### config.mk
export PLATFORM = sky130hd
export DESIGN_NAME = task_10_src_arbiter
export DESIGN_NICKNAME = d
export VERILOG_FILES = /design/src/rtl/task_10_src_arbiter_pkg.sv /design/src/rtl/task_10_src_arbiter_sat.sv /design/src/rtl/task_10_src_arbiter.sv
export SDC_FILE = /design/constraint.sdc
export NUM_CORES = 1
export LEC_CHECK = 0
export BUFFER_PORTS_ARGS = -buffer_cell sky130_fd_sc_hd__buf_2
export CAP_MARGIN = 20
export CORE_MARGIN = 2
export CORE_UTILIZATION = 57
export CTS_CLUSTER_SIZE = 24
export DETAILED_ROUTE_END_ITERATION = 10
export PLACE_DENSITY = 0.85
export SYNTH_ARGS = -nofsm -noshare
export SYNTH_HDL_FRONTEND = slang
export SYNTH_SLANG_ARGS = --single-unit
export TNS_END_PERCENT = 5
### constraint.sdc
create_clock -name i_clk -period 3.1 [get_ports i_clk]
set_input_delay 0.775 -clock i_clk [delete_from_list [all_inputs] [get_ports i_clk]]
set_output_delay 0.775 -clock i_clk [all_outputs]
set_load 0.05 [all_outputs]
### src/rtl/task_10_src_arbiter_pkg.sv
// Shared types for the task 10 two-source packet arbiter: FSM states, grant encoding
// and the round-robin pick used when leaving idle.
package task_10_src_arbiter_pkg;

    typedef enum logic [1:0] {
        s_IDLE = 2'd0,
        s_PASS = 2'd1,
        s_PAD  = 2'd2
    } state_t;

    localparam logic [1:0] GRANT_NONE = 2'b00;
    localparam logic [1:0] GRANT_S0   = 2'b01;
    localparam logic [1:0] GRANT_S1   = 2'b10;

    // last_src is the source most recently served; on a tie the other one wins.
    function automatic logic [1:0] rr_pick(input logic v0, input logic v1, input logic last_src);
        logic [1:0] g;
        g = GRANT_NONE;
        if (v0 && v1) begin
            g = last_src ? GRANT_S0 : GRANT_S1;
        end else if (v0) begin
            g = GRANT_S0;
        end else if (v1) begin
            g = GRANT_S1;
        end
        return g;
    endfunction

endpackage

### src/rtl/task_10_src_arbiter_sat.sv
// Saturating up-counter with synchronous clear; holds at all-ones.
module task_10_sat_counter #(
    parameter int W = 16
) (
    input  logic         clk,
    input  logic         sclr,
    input  logic         inc,
    output logic [W-1:0] cnt
);

    always_ff @(posedge clk) begin
        if (sclr) begin
            cnt <= '0;
        end else if (inc && (cnt != {W{1'b1}})) begin
            cnt <= cnt + W'(1);
        end
    end

endmodule

### src/rtl/task_10_src_arbiter.sv
// Packet-granular round-robin arbiter feeding the task 10 input block from two byte streams.
// Zero-latency datapath; a stalled granted source is terminated with a zero pad beat.
module task_10_src_arbiter
    import task_10_src_arbiter_pkg::*;
#(
    parameter int DATA_W         = 8,
    parameter int TIMEOUT_CYCLES = 256,
    parameter int CNT_W          = 16
) (
    input  logic              i_clk,
    input  logic              i_rst,
    input  logic              i_s0_tvalid,
    input  logic [DATA_W-1:0] i_s0_tdata,
    input  logic              i_s0_tlast,
    output logic              o_s0_tready,
    input  logic              i_s1_tvalid,
    input  logic [DATA_W-1:0] i_s1_tdata,
    input  logic              i_s1_tlast,
    output logic              o_s1_tready,
    output logic              o_m_tvalid,
    output logic [DATA_W-1:0] o_m_tdata,
    output logic              o_m_tlast,
    input  logic              i_m_tready,
    output logic [1:0]        o_grant,
    output logic              o_busy,
    output logic              o_timeout,
    output logic [CNT_W-1:0]  o_pkt_cnt0,
    output logic [CNT_W-1:0]  o_pkt_cnt1,
    output logic [CNT_W-1:0]  o_err_cnt
);

    localparam int                 STALL_W   = $clog2(TIMEOUT_CYCLES + 1);
    localparam logic [STALL_W-1:0] STALL_LIM = STALL_W'(TIMEOUT_CYCLES);

    state_t             state_q, state_d;
    logic [1:0]         grant_q, grant_d;
    logic               last_src_q, last_src_d;
    logic [STALL_W-1:0] stall_q, stall_d;
    logic [STALL_W-1:0] stall_inc;

    logic               g_vld;
    logic [DATA_W-1:0]  g_dat;
    logic               g_last;
    logic               beat_acc;
    logic               inc0, inc1, inc_err;

    // Granted-source mux; selects nothing when no grant is held.
    always_comb begin
        g_vld  = 1'b0;
        g_dat  = '0;
        g_last = 1'b0;
        if (grant_q == GRANT_S0) begin
            g_vld  = i_s0_tvalid;
            g_dat  = i_s0_tdata;
            g_last = i_s0_tlast;
        end else if (grant_q == GRANT_S1) begin
            g_vld  = i_s1_tvalid;
            g_dat  = i_s1_tdata;
            g_last = i_s1_tlast;
        end
    end

    // Master valid is gated by ready: the input block writes on valid alone.
    always_comb begin
        o_m_tvalid  = 1'b0;
        o_m_tdata   = '0;
        o_m_tlast   = 1'b0;
        o_s0_tready = 1'b0;
        o_s1_tready = 1'b0;
        case (state_q)
            s_PASS: begin
                o_m_tvalid  = g_vld && i_m_tready;
                o_m_tdata   = g_dat;
                o_m_tlast   = g_last;
                o_s0_tready = (grant_q == GRANT_S0) && i_m_tready;
                o_s1_tready = (grant_q == GRANT_S1) && i_m_tready;
            end
            s_PAD: begin
                o_m_tvalid = i_m_tready;
                o_m_tlast  = 1'b1;
            end
            default: ;
        endcase
    end

    assign beat_acc  = o_m_tvalid;
    assign stall_inc = stall_q + STALL_W'(1);

    always_comb begin
        state_d    = state_q;
        grant_d    = grant_q;
        last_src_d = last_src_q;
        stall_d    = stall_q;
        inc0       = 1'b0;
        inc1       = 1'b0;
        inc_err    = 1'b0;
        case (state_q)
            s_IDLE: begin
                if (i_s0_tvalid || i_s1_tvalid) begin
                    grant_d = rr_pick(i_s0_tvalid, i_s1_tvalid, last_src_q);
                    state_d = s_PASS;
                    stall_d = '0;
                end
            end
            s_PASS: begin
                if (beat_acc) begin
                    stall_d = '0;
                    if (g_last) begin
                        inc0       = (grant_q == GRANT_S0);
                        inc1       = (grant_q == GRANT_S1);
                        last_src_d = (grant_q == GRANT_S1);
                        grant_d    = GRANT_NONE;
                        state_d    = s_IDLE;
                    end
                end else if (i_m_tready) begin
                    // Ready downstream but nothing from the granted source: a real stall.
                    stall_d = stall_inc;
                    if (stall_inc == STALL_LIM) begin
                        state_d = s_PAD;
                    end
                end
            end
            s_PAD: begin
                if (i_m_tready) begin
                    inc_err    = 1'b1;
                    last_src_d = (grant_q == GRANT_S1);
                    grant_d    = GRANT_NONE;
                    state_d    = s_IDLE;
                end
            end
            default: begin
                state_d = s_IDLE;
                grant_d = GRANT_NONE;
            end
        endcase
    end

    always_ff @(posedge i_clk) begin
        if (i_rst) begin
            state_q    <= s_IDLE;
            grant_q    <= GRANT_NONE;
            last_src_q <= 1'b1;
            stall_q    <= '0;
        end else begin
            state_q    <= state_d;
            grant_q    <= grant_d;
            last_src_q <= last_src_d;
            stall_q    <= stall_d;
        end
    end

    assign o_grant   = grant_q;
    assign o_busy    = (state_q != s_IDLE);
    assign o_timeout = (state_q == s_PAD) && i_m_tready;

    task_10_sat_counter #(.W(CNT_W)) u_cnt0 (
        .clk  (i_clk),
        .sclr (i_rst),
        .inc  (inc0),
        .cnt  (o_pkt_cnt0)
    );

    task_10_sat_counter #(.W(CNT_W)) u_cnt1 (
        .clk  (i_clk),
        .sclr (i_rst),
        .inc  (inc1),
        .cnt  (o_pkt_cnt1)
    );

    task_10_sat_counter #(.W(CNT_W)) u_err (
        .clk  (i_clk),
        .sclr (i_rst),
        .inc  (inc_err),
        .cnt  (o_err_cnt)
    );

endmodule

# Word-level counts from Yosys, hierarchy flattened
# Index checks and enable logic that the tools add are counted.
[word_totals]
output_inout_bits = 64
ff_bits = 62
[op_classes]
addsub = 4
muxes = 41
n_eq_ne = 15
n_reduce_logical = 17
[ops]
columns = ["cell", "count"]
rows = [
  ["16-bit by 1-bit adder with 16-bit output, second input constant", 3],
  ["16-bit != test, second input constant", 3],
  ["9-bit 2-to-1 mux", 3],
  ["2-bit 2-to-1 mux", 12],
  ["8-bit 2-to-1 mux", 3],
  ["9-bit case mux with 2 select lines", 1],
  ["1-bit 2-to-1 mux", 17],
  ["2-bit case mux with 3 select lines", 2],
  ["9-bit by 1-bit adder with 9-bit output, second input constant", 1],
  ["9-bit equality test, second input constant", 1],
  ["3-bit != test, second input constant", 3],
  ["1-bit logical AND", 8],
  ["2-bit != test, second input constant", 4],
  ["4-bit AND reduction", 2],
  ["1-bit case mux with 2 select lines", 3],
  ["2-bit nonzero test", 3],
  ["5-bit AND reduction", 1],
  ["2-bit by 1-bit equality test with 1-bit output, second input constant", 2],
  ["2-bit equality test, second input constant", 2],
  ["3-bit AND reduction", 1],
  ["2-bit logical NOT", 1],
  ["1-bit logical OR", 1],
]

# Logic depth before layout (Yosys ltp)
[logic_depth]
depth_word = 8
depth_mapped = 10
ltp_nobuf = 8

# Modules after synthesis
# From an unflattened synthesis, not the netlist that was laid out.
[hier_totals]
cells_unflattened = 464
hier_area_um2 = 3754.9
[modules_own_cells]
columns = ["mod", "seq_area_each_um2", "area_each_um2", "n_inst", "cells_each"]
rows = [
  ["task_10_sat_counter", 320.3, 848.3, 3, 99],
  ["task_10_src_arbiter", 280.3, 1209.9, 1, 167],
]

# Worst setup path after synthesis
# No wires, ideal clock.
[synth_timing]
path_type = "reg-to-output"
from = "reg grant_q[1], in the netlist o_grant[1]"
to = "out o_m_tdata[0]"
slack_ns = 0.336
stages_incl_launch_ff = 5
arrival_time_ns = 1.989
n_path_buf = 1
cell_sequence = "dfxtp_1 and2b_1 clkbuf_1 a22oi_1 nor2_1"
[synth_between]
elab_chain_len = 4
[synth_rtl]
columns = ["element", "line", "text"]
rows = [
  ["start: declaration", "task_10_src_arbiter.sv:36", "logic [1:0] grant_q, grant_d;"],
  ["start signal: assignment", "task_10_src_arbiter.sv:146", "grant_q <= grant_d;"],
  ["2-bit equality test", "task_10_src_arbiter.sv:56", "end else if (grant_q == GRANT_S1) begin"],
  ["8-bit 2-to-1 mux", "task_10_src_arbiter.sv:56", ""],
  ["8-bit 2-to-1 mux *", "task_10_src_arbiter.sv:52", "if (grant_q == GRANT_S0) begin"],
  ["8-bit 2-to-1 mux *", "task_10_src_arbiter.sv:70", "case (state_q)"],
  ["end: declaration", "task_10_src_arbiter.sv:21", "output logic [DATA_W-1:0] o_m_tdata,"],
]
# Every way passes the cells marked *; elsewhere a longest branch is shown, timed or not.

# Final worst setup path
[layout_timing]
from = "reg grant_q[1], in the netlist o_grant[1]"
to = "out o_m_tlast"
[layout_between]
elab_chain_len = 4
[layout_rtl]
columns = ["element", "line", "text"]
rows = [
  ["2-bit equality test", "task_10_src_arbiter.sv:56", ""],
  ["1-bit 2-to-1 mux", "task_10_src_arbiter.sv:56", ""],
  ["1-bit 2-to-1 mux *", "task_10_src_arbiter.sv:52", ""],
  ["1-bit case mux with 2 select lines *", "task_10_src_arbiter.sv:70", ""],
  ["end: declaration", "task_10_src_arbiter.sv:22", "output logic o_m_tlast,"],
]
# Marks and branches as above.

==> summary.txt <==
Power and ir drop
  – PD cells: 433 nW/um^2
  – Clk pwr share: 40.7%
  – Pint: approximately 1.2 mW
  – Peak VDD IR: 0.253 mV
  – Sequential Power Share: 46.8%
  – Switch share: between 20% and 30%
  – Combinational group share of total power: 12.5%
  – Leakage power: 1.81 nW
  – Net switching power: 497 uW

Timing
  – Final WS setup: 0.353 ns
  – Final Slew Violations: 0
  – Rel. slew slack: 59.6%
  – Worst Skew: 0.00898 ns
  – FMAX: 364 MHz
  – Final setup violation count: 0
  – Worst-Margin Slew: between 0.5 and 0.6 ns
  – Minimum clock period: 2.75 ns
  – RSZ-0062 raised after global routing: false
  – Sum of negative setup slack: 0 ns
  – Fin crit share: 88.6%
  – Fin. Hold Viols: 0

Die
  – Core Area: 5610 sq um
  – Die Wd: 80.8 microns
  – Row count: 27
  – Die Ht: 80.8 microns
  – I/O pin count: 87
  – Die ar.: about 6500 sq um
  – Initial Utilization: 60.0%

Clocking
  – Resized Gates After CTS: 0
  – Buffer levels on the longest clock path: 2
  – Post-CTS setup buffer count: 0
  – Hold-fix buffers at CTS: 0
  – Cts bufs inserted: 9
  – CTS root buffer: clkbuf_8
  – CTS tree: done
  – Clock tree sinks: 62
  – Clk pin slew, worst setup/hold paths: 0.07 ns
  – Clk_lat worst skew: 0.34 ns
  – H-tree depth: 3

Route
  – Drt pass-1 iters: 5
  – Wirelength, routed: 7.77 mm
  – Drt wl/cell: between 10 and 15 microns
  – DRT iter0 DRCs: 263
  – Drc violations: 0
  – Number of vias per cell: 5.77
  – Final ANT Viol Nets: 0
  – Vias post-DR: 3250

Finish
  – Most frequent cells in the layout: buf_2 (86), nor2_1 (65), dfxtp_1 (62)
  – Diode count: 0
  – Nets@finish: 517
  – Fillers: 476
  – Area growth syn-to-layout: 19.7%
  – Most common cell after layout, fill and taps aside: buf_2
  – Layout cell share with drive strength beyond 1: 23.8%

Global route
  – First-pass GRT wire length: 12.6 mm
  – GRT Util Overall: 24.2%
  – Pin count of the biggest net entering global routing: 36
  – Vias in the first global route: 2938
  – Antenna violations before repair: 0
  – Remaining global-route overflow: 0

Worst setup path
  – CP required: 2.32 ns
  – Worst setup path class: register to primary output
  – CP Launch Type: register
  – Critical Path AT: ~2.0 ns
  – Critical path fanouts, max: 12
  – Setup crit end kind: primary output

Synthesis
  – Top FF cell, synth: dfxtp_1
  – Yosys warnings: 0
  – Synthesized flop and latch total: between 60 and 70
  – Ys async rst share: 0%
  – Unique masters post-synth: 52
  – Cells after synthesis: 400
  – Mean Syn Cell Area: between 8 and 9 sq um
  – Sequential share of the synthesized area: 36.9%
  – Mapped Nets: 431
  – Synthesized cell area: around 3400 sq um
  – Post-synth EDFFs: 0

Placement
  – DP Wirelength: 5.51 mm
  – Port-buffer cells: 86
  – RePlAce Congestion: between 0.8 and 0.9
  – Pre-CTS setup slack: around 0.57 ns

Run
  – MaxCap Viol Count: 0

Outcome
  – Outcome: finished clean

Hold path
  – Hold WC Path Type: register to register
routing by layer:
metal	vias up	routed length (microns)	track usage [%]
met5	-	0	0
met2	119	3560	39.8
met4	0	243	13.2
met1	1520	3510	30.3
li1	1585	-	-
met3	26	460	4.00
worst max-delay path, stage by stage (launching register included):
cell     delay, ns
dfxtp_1       0.49
and2b_1       0.44
a22o_4        0.22
a21oi_1       0.07
nor2b_1       0.14
buf_2         0.28
power by group through the flow:
| stage | Combinational (mW) | Clock (mW) | Sequential [mW] |
|---|---|---|---|
| after detailed placement | 0.214 | 0 | 0.835 |
| after global routing | 0.237 | 0.761 | 0.818 |
| final | 0.218 | 0.710 | 0.816 |
| after CTS | 0.215 | 0.721 | 0.816 |
| after global placement | 0.209 | 0 | 0.834 |
| after floorplan | 0.157 | 0 | 0.841 |
cell families after synthesis:
logic type	synth area share, %
buf+inv	3.53
compound gates	14.8
mux	1.49
flops	36.9
xor+xnor	11.2
simple gates	29.1
fa+ha+maj	2.98
metrics by stage:
stage               util [%]  hold WS [ns]  cell area [sq um]  instances  power [mW]
CTS                     71.8         0.513               4030        563        1.75
global route            71.8         0.553               4030        563        1.82
detailed placement      68.3         0.497               3830        547        1.05
finish                  71.8         0.515               4030        563        1.74
floorplan                  -         0.470               3360        400       0.998
global placement        68.3         0.487               3830        547        1.04
Yosys cell counts, types with 4 or more instances:
cell / n / area share [%]
a21oi_1: 11 / 1.6
a22oi_1: 9 / 2.0
and2_1: 8 / 1.5
and3_1: 12 / 2.2
and4_1: 6 / 1.6
clkbuf_1: 8 / 0.89
dfxtp_1: 62 / 37
ha_1: 8 / 3.0
inv_1: 11 / 1.2
mux2i_1: 5 / 1.5
nand2_1: 34 / 3.8
nand3_1: 19 / 2.8
nand4_1: 16 / 3.0
nor2_1: 65 / 7.3
nor2b_1: 7 / 1.3
nor3_1: 9 / 1.3
o21ai_0: 16 / 2.4
or3_1: 4 / 0.74
xnor2_1: 8 / 2.1
xor2_1: 35 / 9.1
registers in the layout (all words and copies together), names as in the netlist:
name and flops:
u_cnt0.cnt 16, u_cnt1.cnt 16, u_err.cnt 16, stall_q 9
o_grant 2, state_q 2, last_src_q 1
cell type report:
type	count	area, sq um	share of cell area [%]
Inverter	11	41.3	1.03
Clock buffer	9	124	3.08
Multi-Input combinational cell	313	2000	49.8
Timing Repair Buffer	89	453	11.2
Clock inverter	7	73.8	1.83
Sequential cell	62	1240	30.8
Tap cell	72	90.1	2.24
path summary, 6_finish.rpt:
check,cells past startpoint,to,start,slack (ns)
worst max-delay path,5,o_m_tlast,o_grant[1]$_SDFFE_PP0P_,0.35
worst min-delay path,2,stall_q[8]$_SDFFE_PP0P_,stall_q[8]$_SDFFE_PP0P_,0.51
worst max register to register,8,stall_q[7]$_SDFFE_PP0P_,state_q[1]$_SDFFE_PP0P_,0.60
worst min register to register,2,stall_q[8]$_SDFFE_PP0P_,stall_q[8]$_SDFFE_PP0P_,0.51
Power figures use the tool's default switching activity.
